===== src/rtl/miss_buf_pkg.sv =====
// miss_buf_pkg
//   Shared definitions for the L1_D miss buffer: default width constants,
//   the controller state enum and the queued request entry.
//   The entry address field is sized to the default address width; a
//   miss_buffer instance with a narrower ADDR_W zero-extends into it.
package miss_buf_pkg;

    localparam int MB_DEPTH  = 4;
    localparam int MB_ADDR_W = 64;
    localparam int MB_LINE_W = 128;
    localparam int MB_DATA_W = 64;
    localparam int MB_SIZE_W = 3;

    typedef enum logic [1:0] {
        IDLE     = 2'd0,
        ISSUE    = 2'd1,
        WAIT_RSP = 2'd2
    } mb_state_e;

    typedef struct packed {
        logic                 we;
        logic [MB_ADDR_W-1:0] addr;
        logic [MB_DATA_W-1:0] wdata;
        logic [MB_SIZE_W-1:0] size;
        logic                 clf;
    } mb_entry_t;

    // Only plain reads expect a fill back; writes and line flushes are posted.
    function automatic logic mb_is_read(input mb_entry_t e);
        return !e.we && !e.clf;
    endfunction

endpackage


===== src/rtl/miss_buf_fifo.sv =====
// miss_buf_fifo
//   Circular FIFO of miss-buffer entries with registered pointers and count.
//   Ports:
//     clk, rst_n      clock and synchronous active-low reset
//     push, push_data write push_data at the tail (ignored when full)
//     pop             drop the head entry (ignored when empty)
//     head            current head entry (don't-care when empty)
//     full, empty     occupancy flags
//     count           number of stored entries, 0..DEPTH
module miss_buf_fifo
    import miss_buf_pkg::*;
#(
    parameter int DEPTH = MB_DEPTH
) (
    input  logic                     clk,
    input  logic                     rst_n,
    input  logic                     push,
    input  mb_entry_t                push_data,
    input  logic                     pop,
    output mb_entry_t                head,
    output logic                     full,
    output logic                     empty,
    output logic [$clog2(DEPTH):0]   count
);

    localparam int PTR_W = $clog2(DEPTH);
    localparam int CNT_W = PTR_W + 1;

    mb_entry_t        mem [DEPTH];
    logic [PTR_W-1:0] wr_ptr;
    logic [PTR_W-1:0] rd_ptr;
    logic [CNT_W-1:0] count_q;
    logic             push_ok;
    logic             pop_ok;

    assign full    = (count_q == CNT_W'(DEPTH));
    assign empty   = (count_q == '0);
    assign count   = count_q;
    assign head    = mem[rd_ptr];
    assign push_ok = push && !full;
    assign pop_ok  = pop && !empty;

    // DEPTH is a power of two, so the pointers wrap by plain overflow.
    always_ff @(posedge clk) begin
        if (!rst_n) begin
            wr_ptr  <= '0;
            rd_ptr  <= '0;
            count_q <= '0;
        end else begin
            if (push_ok) begin
                wr_ptr <= wr_ptr + 1'b1;
            end
            if (pop_ok) begin
                rd_ptr <= rd_ptr + 1'b1;
            end
            case ({push_ok, pop_ok})
                2'b10:   count_q <= count_q + 1'b1;
                2'b01:   count_q <= count_q - 1'b1;
                default: count_q <= count_q;
            endcase
        end
    end

    // Storage needs no reset: the count alone decides which slots are live.
    always_ff @(posedge clk) begin
        if (push_ok) begin
            mem[wr_ptr] <= push_data;
        end
    end

endmodule


===== src/rtl/miss_buffer.sv =====
// miss_buffer
//   Queues L1_D miss/forward requests and issues them to L2 in order, with at
//   most one read outstanding. Read fills are registered and returned to L1_D
//   as a one-cycle rsp_valid pulse; writes and cache-line flushes are posted.
//   Ports:
//     clk, rst_n                         clock, synchronous active-low reset
//     req_valid/req_ready                L1_D request handshake
//     req_we, req_addr, req_wdata,
//     req_size, req_clf                  request payload
//     rsp_valid, rsp_data                read fill back to L1_D
//     l2_valid/l2_ready                  L2 request handshake
//     l2_we, l2_addr, l2_wdata,
//     l2_size, l2_clf                    head-of-queue payload to L2
//     l2_rsp_valid, l2_rsp_data          L2 read response
//     stat_reads, stat_writes, stat_full optional event counters
//   Optional feature: define MISS_BUF_STATS_EN to add the stat_* counters.
module miss_buffer
    import miss_buf_pkg::*;
#(
    parameter int DEPTH  = MB_DEPTH,
    parameter int ADDR_W = MB_ADDR_W,
    parameter int LINE_W = MB_LINE_W
) (
    input  logic              clk,
    input  logic              rst_n,
    input  logic              req_valid,
    output logic              req_ready,
    input  logic              req_we,
    input  logic [ADDR_W-1:0] req_addr,
    input  logic [63:0]       req_wdata,
    input  logic [2:0]        req_size,
    input  logic              req_clf,
    output logic              rsp_valid,
    output logic [LINE_W-1:0] rsp_data,
    output logic              l2_valid,
    input  logic              l2_ready,
    output logic              l2_we,
    output logic [ADDR_W-1:0] l2_addr,
    output logic [63:0]       l2_wdata,
    output logic [2:0]        l2_size,
    output logic              l2_clf,
`ifdef MISS_BUF_STATS_EN
    output logic [31:0]       stat_reads,
    output logic [31:0]       stat_writes,
    output logic [31:0]       stat_full,
`endif
    input  logic              l2_rsp_valid,
    input  logic [LINE_W-1:0] l2_rsp_data
);

    localparam int CNT_W = $clog2(DEPTH) + 1;

    mb_state_e        state_q;
    mb_state_e        state_d;
    mb_entry_t        push_entry;
    mb_entry_t        head;
    logic             full;
    logic             empty;
    logic [CNT_W-1:0] count;
    logic             push;
    logic             pop;
    logic             rsp_take;

    assign req_ready = !full;
    assign push      = req_valid && req_ready;
    assign l2_valid  = (state_q == ISSUE);
    assign pop       = l2_valid && l2_ready;
    assign rsp_take  = (state_q == WAIT_RSP) && l2_rsp_valid;

    always_comb begin
        push_entry       = '0;
        push_entry.we    = req_we;
        push_entry.addr  = MB_ADDR_W'(req_addr);
        push_entry.wdata = req_wdata;
        push_entry.size  = req_size;
        push_entry.clf   = req_clf;
    end

    assign l2_we    = head.we;
    assign l2_addr  = head.addr[ADDR_W-1:0];
    assign l2_wdata = head.wdata;
    assign l2_size  = head.size;
    assign l2_clf   = head.clf;

    miss_buf_fifo #(
        .DEPTH(DEPTH)
    ) u_fifo (
        .clk       (clk),
        .rst_n     (rst_n),
        .push      (push),
        .push_data (push_entry),
        .pop       (pop),
        .head      (head),
        .full      (full),
        .empty     (empty),
        .count     (count)
    );

    // After a non-read pop we stay in ISSUE if anything is left, counting a
    // push landing on the same edge; otherwise the queue is drained.
    always_comb begin
        state_d = state_q;
        case (state_q)
            IDLE: begin
                if (!empty) begin
                    state_d = ISSUE;
                end
            end
            ISSUE: begin
                if (l2_ready) begin
                    if (mb_is_read(head)) begin
                        state_d = WAIT_RSP;
                    end else if ((count != CNT_W'(1)) || push) begin
                        state_d = ISSUE;
                    end else begin
                        state_d = IDLE;
                    end
                end
            end
            WAIT_RSP: begin
                if (l2_rsp_valid) begin
                    state_d = empty ? IDLE : ISSUE;
                end
            end
            default: state_d = IDLE;
        endcase
    end

    // Reset drops any outstanding read, so a late L2 response lands in IDLE
    // and is ignored.
    always_ff @(posedge clk) begin
        if (!rst_n) begin
            state_q   <= IDLE;
            rsp_valid <= 1'b0;
            rsp_data  <= '0;
        end else begin
            state_q   <= state_d;
            rsp_valid <= rsp_take;
            if (rsp_take) begin
                rsp_data <= l2_rsp_data;
            end
        end
    end

`ifdef MISS_BUF_STATS_EN
    // Counters wrap naturally at 2^32.
    always_ff @(posedge clk) begin
        if (!rst_n) begin
            stat_reads  <= '0;
            stat_writes <= '0;
            stat_full   <= '0;
        end else begin
            if (push && !req_we && !req_clf) begin
                stat_reads <= stat_reads + 32'd1;
            end
            if (push && (req_we || req_clf)) begin
                stat_writes <= stat_writes + 32'd1;
            end
            if (full) begin
                stat_full <= stat_full + 32'd1;
            end
        end
    end
`endif

endmodule


===== config.mk =====
export PLATFORM = sky130hd
export DESIGN_NAME = miss_buffer
export DESIGN_NICKNAME = d
export VERILOG_FILES = /design/src/rtl/miss_buf_pkg.sv /design/src/rtl/miss_buf_fifo.sv /design/src/rtl/miss_buffer.sv
export SDC_FILE = /design/constraint.sdc
export NUM_CORES = 1
export LEC_CHECK = 0
export CAP_MARGIN = 30
export CORE_MARGIN = 5
export CORE_UTILIZATION = 28
export CTS_CLUSTER_SIZE = 30
export DETAILED_ROUTE_END_ITERATION = 12
export GPL_TIMING_DRIVEN = 0
export PLACE_DENSITY = 0.61
export SETUP_SLACK_MARGIN = 0.2
export SYNTH_ARGS = -nofsm -noshare
export SYNTH_HDL_FRONTEND = slang
export SYNTH_SLANG_ARGS = --single-unit

===== constraint.sdc =====
create_clock -name clk -period 4.4 [get_ports clk]
set_input_delay 0.66 -clock clk [delete_from_list [all_inputs] [get_ports clk]]
set_output_delay 0.66 -clock clk [all_outputs]
set_load 0.005 [all_outputs]

=== Yosys cells after proc, flatten, opt, wreduce, memory -nomap -nowiden ===
Memories as Yosys holds them, arrays and structs flattened. A register that Yosys moved wholly into a read port is not among the register bits.
Index checks and enable logic that the tools add are counted.

* Register bits: 138
* Input port bits: 266
* Output and inout bits: 264
* RAM bits: 532
* Memories kept: 1

{| class="wikitable"
|+ Memories
! memory !! words !! width !! rd ports !! clocked after Yosys merged registers in !! write ports !! RTL line !! text
|-
| u_fifo.mem || 4 || 133 || 1 || 1 || 1 || miss_buf_fifo.sv:29 || <nowiki>mb_entry_t mem [DEPTH];</nowiki>
|}

* Equal/unequal tests: 9
* Reductions and logical operators: 15
* Add/sub/neg operators: 4
* Muxes and demuxes: 12

{| class="wikitable"
|+ Operator list
! operator !! count
|-
| $mux W2 || 6
|-
| $logic_and A1 B1 Y1 || 6
|-
| $pmux W2 S3 || 1
|-
| $pmux W3 S2 || 1
|-
| $add A2 B1 Y2 const B || 2
|-
| $eq A2 B1 Y1 const B || 2
|-
| $eq A2 B2 Y1 const B || 2
|-
| $logic_not A1 Y1 || 4
|-
| $mux W1 || 4
|-
| $ne A2 B2 Y1 const B || 2
|-
| $add A3 B1 Y3 const B || 1
|-
| $eq A3 B3 Y1 const B || 1
|-
| $logic_not A3 Y1 || 1
|-
| $ne A3 B1 Y1 const B || 1
|-
| $reduce_and A3 Y1 || 1
|-
| $sub A3 B1 Y3 const B || 1
|-
| $logic_not A2 Y1 || 1
|-
| $ne A2 B1 Y1 const B || 1
|-
| $reduce_bool A2 Y1 || 1
|-
| $logic_or A1 B1 Y1 || 1
|}

=== Depth between registers and ports, before layout ===
Gate-level depths: netlist (run 1).

* Word-level depth: 8
* Gate-level depth with buffers: 8

=== By module ===
A second synthesis (run 1) with hierarchy kept.

* Cells, all modules: 1326
* Area, all modules: 24666.2 um2

{| class="wikitable"
|+ By module, submodules not included
! module !! area an instance (um2) !! cells an instance !! times used !! sequential area each (um2)
|-
| miss_buf_fifo || 19652.6 || 749 || 1 || 16155.5
|-
| miss_buffer || 5013.6 || 577 || 1 || 2622.5
|}

=== Worst setup path after synthesis (run 1) ===
No wires, ideal clock.

* Kind: in2reg
* Start point: in req_valid
* End point: mem u_fifo.mem[1][0] in the netlist's numbering, enable pin
* Setup slack: -0.251 ns
* Cell stages on the path: 2
* Setup time: 0.508 ns
* Arrival time: 4.143 ns
* Path through: a21boi_1 and2_1

* Word-level cells in the longest chain between the ends: 4

{| class="wikitable"
|+ Ends and longest elaborated chain
! element !! RTL line !! text
|-
| from (decl) || miss_buffer.sv:26 || <nowiki>input logic req_valid,</nowiki>
|-
| $logic_and A1 B1 Y1 || miss_buffer.sv:65 || <nowiki>assign push = req_valid && req_ready;</nowiki>
|-
| $logic_and A1 B1 Y1 || miss_buf_fifo.sv:40 || <nowiki>assign push_ok = push && !full;</nowiki>
|-
| $mux W1 || miss_buf_fifo.sv:66 || <nowiki>if (push_ok) begin</nowiki>
|-
| $mux W1 (implied by the code) || miss_buf_fifo.sv:67 || <nowiki>mem[wr_ptr] <= push_data;</nowiki>
|-
| to (decl) || miss_buf_fifo.sv:29 ||
|}

No other way between the ends.

==> flow_summary.toml, run 1 <==
[run_status]
status = "completed"

[setup_path]
path_cells = "buf_2, buf_2, clkbuf_1, mux4_2, clkdlybuf4s50_1"
cp-end-kind = "output pin"
startpoint_type = "flip-flop"
worstSetupEndpoint = "l2_addr[31]"
slowest_delay_ps = 620
cp_slowest_cell = "clkbuf_1"
r2r-start = "u_fifo.count[0]$_SDFFE_PN0P_"
required_ps = 3740
worstReg2RegEnd = "u_fifo.mem[2][61]$_DFFE_PP_"
r2r_setup_slack_ps = 1590
crit_top_cell = "buf_2"
crit_arrival_ps = 3230
cp_max_fo = 10
worstRegToRegCells = 5
crit_type = "flip-flop to output pin"

[cts]
path_clk_slew_ps = 60
cts_tree = "done"
cts_made_buffers = 74
cts_hold_buf = 0
cts_resized = 0
htree_levels = 3
clockBufferDepth = 3
insertion_delay_ps = 620
clkSinkCount = 672
postCtsSetupBuffers = 0
root_buffer = "clkbuf_16"

[pwr]
p_per_area_nw_per_um2 = 446
vdd_drop_max_v = 0.000251
total_leakage_power_uw = 0.0105

[floorplanning]
row_count = 107
die_w_um = 303
initial_core_util = 0.282
core_um2 = 85300
die_area_um2 = 92000
io_pins = 530
die_y_um = 303

[drt]
drt-initial-drc-count = 850
drt_first_pass_iters = 5
via_per_inst = 4.47
vias = 14000
ant_nets = 0
wl_um = 64600
drc = 0
wl_per_cell_um = 20.6

[place]
io_buffers = 529
dp_hpwl_um = 45600
dp_slack_ps = 974
gp_congestion = 0.855

[timing]
finalSetupTns_ps = 0
hold_viol = 0
finClkSkew_ps = 24.6
fin_crit_ps = 3890
worst_pin_slew_ps = 884
slew_headroom = 0.411
min_period_over_period = 0.884
setup_viol = 0
grt_setup_unrepaired = "false"
fmax_mhz = 257
drv_slew = 0
setup_ws_ps = 509

[finish]
fillers = 7823
drive_gt1_frac = 0.135
syn_to_final_growth_pct = 38.9
final_cell_mix = "532 x edfxtp_1, 529 x clkdlybuf4s50_1, 257 x nand2_1, 140 x dfxtp_1, 133 x mux4_2"
final_common_cell = "edfxtp_1"
nets = 2208

[grt]
grt_overflow_total = 0
antenna_found_initial = 16
grt_max_degree = 55
grt_pass1_wl_um = 93700
grt_pass1_vias = 15000
grt.total_usage = 0.136

[synth]
yosysWarnings = 0
syn-cell-area_um2 = 24100
postSynthNetCount = 1595
ys_types = 30
synth_seq_cells = 672
synthCells = 1320
ys_seq_area_frac = 0.779
syn_area_per_cell_um2 = 18.3

[flow_run]
drv_cap = 0

[min_path]
hold_path.class = "flip-flop to flip-flop"
[per-stage QoR]
step	utilization	power [uW]	instance area [um^2]	hold WS [ps]	cells
floorplan	-	8050	24100	453	1320
global placement	0.361	9040	30800	443	2993
detailed placement	0.364	9080	31000	446	3001
CTS	0.392	15200	33400	454	3136
global route	0.392	15500	33400	469	3136
finish	0.392	14900	33500	452	3141
[power breakdown]
group          internal (uW)  total (uW)  switching [uW]
sequential              7200        7270            73.7
clock                   3470        6000            2540
combinational            921        1640             715
[worst min path at each step]
stage                               start                         end  slack, ps  cells after the start
2_1_floorplan    rsp_data[0]$_SDFFE_PN0P_    rsp_data[0]$_SDFFE_PN0P_        450                      2
3_3_place_gp   rsp_data[120]$_SDFFE_PN0P_  rsp_data[120]$_SDFFE_PN0P_        440                      2
3_5_place_dp    rsp_data[57]$_SDFFE_PN0P_   rsp_data[57]$_SDFFE_PN0P_        450                      2
4_1_cts         rsp_data[57]$_SDFFE_PN0P_   rsp_data[57]$_SDFFE_PN0P_        450                      2
5_1_grt         rsp_data[57]$_SDFFE_PN0P_   rsp_data[57]$_SDFFE_PN0P_        470                      2
6_report        rsp_data[61]$_SDFFE_PN0P_   rsp_data[61]$_SDFFE_PN0P_        450                      2
[state kept, by name (all words and copies together), names as in the netlist, named ones only]
signal and cells:
u_fifo.mem 532, u_fifo.wr_ptr 2, rsp_data 128, state_q 2
rsp_valid 1, u_fifo.count 3, u_fifo.rd_ptr 2
[area by class of cell]
type / count / area, um^2 / share of cell area
Antenna cell: 5 / 12.5 / 0.000374
Clock inverter: 37 / 413 / 0.0123
Clock buffer: 98 / 1980 / 0.0592
Timing Repair Buffer: 537 / 5520 / 0.165
Buffer: 73 / 307 / 0.00916
Multi-Input combinational cell: 568 / 4990 / 0.149
Inverter: 7 / 26.3 / 0.000785
Tap cell: 1144 / 1430 / 0.0428
Sequential cell: 672 / 18800 / 0.561
[routing by layer]
metal,vias up,part of all wire,global-route usage
li1,6324,-,-
met1,6996,0.37,0.154
met2,575,0.49,0.230
met3,121,0.11,0.0559
met4,16,0.032,0.0533
met5,-,0.0017,0
[synthesized netlist by cell type (all sizes together)]
library cell	n	area [um^2]
a211oi	1	7.51
a21boi	1	7.51
a21oi	132	661
and2	4	25.0
and3b	1	8.76
buf	25	126
clkbuf	48	180
dfxtp	140	2800
edfxtp	532	16000
ha	9	113
inv	7	26.3
mux2i	2	20.0
mux4	133	3000
nand2	257	965
nand2b	2	12.5
nand3b	2	15.0
nor2	7	26.3
nor2b	4	25.0
nor3	1	5.00
o21ai	2	10.0
o221a	1	11.3
o31a	1	8.76
o31ai	1	7.51
o32a	1	10.0
or3	2	12.5
or4	1	7.51
xnor2	1	8.76
xor2	2	17.5
[critical path: cells and delay by family, from the launching register on]
kind                   cells  cell delay, ps
buffers and inverters      4            1890
DFF                        1             300
muxes                      1             420
[logic make-up (layout without fill, tap and decap cells)]
group / after synthesis / in the layout / synth area share
AOI/OAI and AO/OA: 140 / 140 / 0.0300
buffers and inverters: 80 / 752 / 0.0138
xor gates and xnor gates: 3 / 3 / 0.00109
adders and majority gates: 9 / 9 / 0.00467
and+or+nand+nor: 281 / 281 / 0.0458
other: 0 / 5 / 0
DFF: 672 / 672 / 0.779
muxes: 135 / 135 / 0.125
Power figures use the tool's default switching activity.
==> run 2: changes to the inputs <==
--- a/config.mk
+++ b/config.mk
@@ -12,6 +12,7 @@
 export DETAILED_ROUTE_END_ITERATION = 12
 export GPL_TIMING_DRIVEN = 0
 export PLACE_DENSITY = 0.61
+export REMOVE_ABC_BUFFERS = 1
 export SETUP_SLACK_MARGIN = 0.2
 export SYNTH_ARGS = -nofsm -noshare
 export SYNTH_HDL_FRONTEND = slang
==> constraint.sdc (replaced) <==
create_clock -name clk -period 4.4 [get_ports clk]
set_input_delay 0.66 -clock clk [delete_from_list [all_inputs] [get_ports clk]]
set_output_delay 0.66 -clock clk [all_outputs]
set_load 0.05 [all_outputs]
==> flow_summary.toml, run 2 (synthesized netlist as in run 1, its figures left out) <==
[place]
dpl-instance-area_um2 = 31200
dp_cells = 2947
gp_congestion = 0.878
dp_hpwl_um = 45400
io_buffers = 529

[drt]
wl_per_cell_um = 21.3
drt_first_pass_iters = 5
wl_um = 65800
ant_nets = 0
vias = 13900
via_per_inst = 4.50
drc = 0
drt-initial-drc-count = 624

[floorplanning]
die_w_um = 303
die_area_um2 = 92000
io_pins = 530
row_count = 107
core_um2 = 85300
die_y_um = 303
initial_core_util = 0.282

[cts]
insertion_delay_ps = 600
root_buffer = "clkbuf_16"
clockBufferDepth = 3
cts_hold_buf = 0
cts_tree = "done"
htree_levels = 3
clkSinkCount = 672
postCtsSetupBuffers = 4
cts_made_buffers = 76
cts_resized = 0
path_clk_slew_ps = 60

[setup_path]
path_buf_inv = 3
path_cells = "buf_16, buf_16, mux4_2, clkdlybuf4s50_1"
cp-end-kind = "output pin"
crit_family = "buffers and inverters"
slowest_delay_ps = 760
crit_top_cell = "buf_16"
startpoint_type = "flip-flop"
cp_max_fo = 40
required_ps = 3740
cp_slowest_cell = "clkdlybuf4s50_1"
crit_type = "flip-flop to output pin"
crit_arrival_ps = 3000

[finish]
regMostFlops = "u_fifo.mem"
final_area_um2 = 33500
final_cell_mix = "532 x edfxtp_1, 529 x clkdlybuf4s50_1, 257 x nand2_1, 138 x dfxtp_1, 133 x mux4_2"
stdcell_count = 3086
largest_reg_flops = 532
final_common_cell = "edfxtp_1"
drive_gt1_frac = 0.145
syn_to_final_growth_pct = 39.2
nets = 2160
final_util = 0.393

[grt]
antenna_found_initial = 20
grt.total_usage = 0.139
grt_max_degree = 73
grt_pass1_vias = 14800
grt_pass1_wl_um = 95900
grt_overflow_total = 0

[timing]
grt_setup_unrepaired = "false"
worst_pin_slew_ps = 824
fin_crit_ps = 3660
setup_viol = 0
finClkSkew_ps = 27.0
hold_viol = 0
drv_slew = 0
min_period_over_period = 0.832
slew_headroom = 0.449
fmax_mhz = 273

[pwr]
finalPower_uw = 15500
p_per_area_nw_per_um2 = 464
vdd_drop_max_v = 0.000376
total_leakage_power_uw = 0.0106

[min_path]
hold_path.class = "flip-flop to flip-flop"

[flow_run]
drv_cap = 0

[run_status]
status = "completed"
## run 2: cell types whose count changed in the layout (fill, tap and decap cells not counted), moves of 4 or more
cell,before,now
clkinv_2,8,14
buf_12,0,11
buf_8,0,4
clkinv_1,12,8
clkbuf_1,68,14
buf_16,8,13
buf_1,4,0
buf_2,20,0
## run 2: area by class of cell
class	instances	area [um^2]
diodes	5	12.5
clock buffers	91	1970
clock inverters	39	364
fillers	7819	51700
inverters	7	28.8
multi-input cells	568	4990
flip-flops and latches	672	18800
well taps	1144	1430
repair buffers	560	5960
## run 2: report_power, final
| group | internal [uW] | total [uW] | switching, uW |
|---|---|---|---|
| clock network | 3440 | 5910 | 2470 |
| registers | 7190 | 7270 | 75.8 |
| logic | 944 | 2360 | 1420 |
## run 2: path summary, 6_finish.rpt
path,start,depth (start not counted),endpoint,slack (ps)
setup / recovery,flip-flop,4,l2_wdata[40],740
hold / removal,rsp_data[4]$_SDFFE_PN0P_,2,rsp_data[4]$_SDFFE_PN0P_,450
setup reg to reg,u_fifo.count[0]$_SDFFE_PN0P_,6,u_fifo.mem[3][34]$_DFFE_PP_,1670
hold reg to reg,rsp_data[4]$_SDFFE_PN0P_,2,rsp_data[4]$_SDFFE_PN0P_,450
## run 2: worst min-delay path, cell delays in order (launching register included)
cell and delay [ps]:
dfxtp_1 310, nand2_1 50, a21oi_1 50
## run 2: routing by layer
layer / vias up / global-route usage / wire length [um]
li1: 6216 / - / -
met1: 6963 / 0.154 / 23700
met2: 528 / 0.241 / 33000
met3: 141 / 0.0558 / 6490
met4: 24 / 0.0549 / 2460
met5: - / 0 / 184
## run 2: metrics by stage
step / setup TNS (ps) / setup slack, ps / hold slack [ps]
2_1_floorplan: -494260 / -2690 / 453
3_3_place_gp: -3176090 / -6660 / 444
3_5_place_dp: 0 / 599 / 447
4_1_cts: 0 / 563 / 455
5_1_grt: 0 / 538 / 476
6_report: 0 / 738 / 453
==> run 3: changes to the inputs <==
==> constraint.sdc (replaced) <==
create_clock -name clk -period 2.99 [get_ports clk]
set_input_delay 0.4485 -clock clk [delete_from_list [all_inputs] [get_ports clk]]
set_output_delay 0.4485 -clock clk [all_outputs]
set_load 0.05 [all_outputs]
==> flow_summary.toml, run 3 (synthesized netlist as in run 1, its figures left out) <==
[run_status]
status = "completed"

[place]
dp_hpwl_um = 45400
dp_slack_ps = -600
gp_congestion = 0.878
io_buffers = 529
dpl-instance-area_um2 = 31200

[setup_path]
r2r-start = "u_fifo.count[0]$_SDFFE_PN0P_"
cp_max_fo = 14
path_cells = "buf_12, mux4_2, dlygate4sd2_1"
slowest_delay_ps = 530
cp_slowest_cell = "mux4_2"
crit_arrival_ps = 2270
required_ps = 2540
crit_type = "flip-flop to output pin"
startpoint_type = "flip-flop"
crit_family = "buffers and inverters"
cp-end-kind = "output pin"
path_buf_inv = 2

[pwr]
power.share.sequential = 0.471
p_per_area_nw_per_um2 = 684
switching_share = 0.259
total_leakage_power_uw = 0.0107
p_sw_uw = 5880
vdd_drop_max_v = 0.000550
pwr-share-comb = 0.147
clockPowerShare = 0.383
internal_power_uw = 16900

[drt]
vias = 14000
wl_um = 68000
wl_per_cell_um = 21.9
ant_nets = 0
drt_first_pass_iters = 4
drt-initial-drc-count = 654
drc = 0
via_per_inst = 4.52

[timing]
hold_viol = 0
setup_viol = 0
setup_ws_ps = 273
holdWs_ps = 398
finClkSkew_ps = 28.9
slew_headroom = 0.451
fmax_mhz = 368
grt_setup_unrepaired = "true"
drv_slew = 0
min_period_over_period = 0.909
finalSetupTns_ps = 0
fin_crit_ps = 2720
worst_pin_slew_ps = 824

[grt]
grt_pass1_vias = 14900
grt_max_degree = 73
antenna_found_initial = 20
grt_overflow_total = 0
grt.total_usage = 0.143
grt_pass1_wl_um = 98000

[floorplanning]
initial_core_util = 0.282
core_um2 = 85300
io_pins = 530
die_y_um = 303
die_area_um2 = 92000
die_w_um = 303
row_count = 107

[finish]
syn_to_final_growth_pct = 38.0
final_area_um2 = 33200
regMostFlops = "u_fifo.mem"
nets = 2172
final_common_cell = "edfxtp_1"
largest_reg_flops = 532
final_cell_mix = "532 x edfxtp_1, 396 x clkdlybuf4s50_1, 257 x nand2_1, 138 x dfxtp_1, 133 x mux4_2"
drive_gt1_frac = 0.211

[min_path]
min_from = "l2_rsp_data[123]"
hold_path.class = "input port to flip-flop"

[cts]
root_buffer = "clkbuf_16"
cts_hold_buf = 0
cts_tree = "done"
clkSinkCount = 672
clockBufferDepth = 3
cts_made_buffers = 76
htree_levels = 3
insertion_delay_ps = 600
path_clk_slew_ps = 60

[flow_run]
drv_cap = 0
-- run 3: changes by cell type in the layout (fill, tap and decap cells not counted), sizes merged --
cell,delta
dlygate4sd2,+14
and2,+1
diode,+1
clkbuf,+3
clkdlybuf4s15,+1
clkdlybuf4s50,-133
buf,+124
bufbuf,+2
-- run 3: worst min-delay path, stage by stage --
cell	delay, ps
clkdlybuf4s50_1	400
nand2_1	60
a21oi_1	50
-- run 3: layout make-up --
| cell class | count | area [um^2] |
|---|---|---|
| fillers | 7887 | 52000 |
| clock inverters | 39 | 364 |
| repair buffers | 571 | 5650 |
| diodes | 6 | 15.0 |
| inverters | 7 | 28.8 |
| well taps | 1144 | 1430 |
| flip-flops and latches | 672 | 18800 |
| clock buffers | 91 | 1970 |
| multi-input cells | 569 | 5000 |
-- run 3: final timing paths --
check / endpoint / slack, ps / cells after the start
setup reg to reg: u_fifo.mem[3][34]$_DFFE_PP_ / 340 / 6
setup / recovery: l2_addr[37] / 270 / 3
hold reg to reg: rsp_data[4]$_SDFFE_PN0P_ / 450 / 2
hold / removal: rsp_data[123]$_SDFFE_PN0P_ / 400 / 3
-- run 3: per-stage QoR --
step                total power (uW)  std cells  utilization
floorplan                      13000       1247            -
global placement               14500       2920        0.358
detailed placement             14400       2947        0.365
CTS                            23100       3092        0.390
global route                   23700       3094        0.390
finish                         22700       3099        0.390
-- run 3: power by group through the flow --
| stage | sequential, uW | combinational, uW | clock (uW) |
|---|---|---|---|
| floorplan | 11100 | 1920 | 0 |
| global placement | 11200 | 3370 | 0 |
| detailed placement | 10900 | 3490 | 0 |
| CTS | 10700 | 3430 | 9010 |
| global route | 10700 | 3530 | 9430 |
| finish | 10700 | 3340 | 8700 |
-- run 3: timing repair --
item,CTS,global route
endpoints found under the hold margin,0,0
buffers inserted,8,0
pin swaps,1,0
resized for setup,587,35
endpoints found under the setup margin,154,39
gates cloned,7,1
-- run 3: per-layer routing --
metal / share of wire / GRT usage / vias up
met5: 0.0028 / 0 / -
met4: 0.036 / 0.0551 / 24
met3: 0.096 / 0.0558 / 136
met2: 0.50 / 0.249 / 523
met1: 0.37 / 0.159 / 7065
li1: - / - / 6249
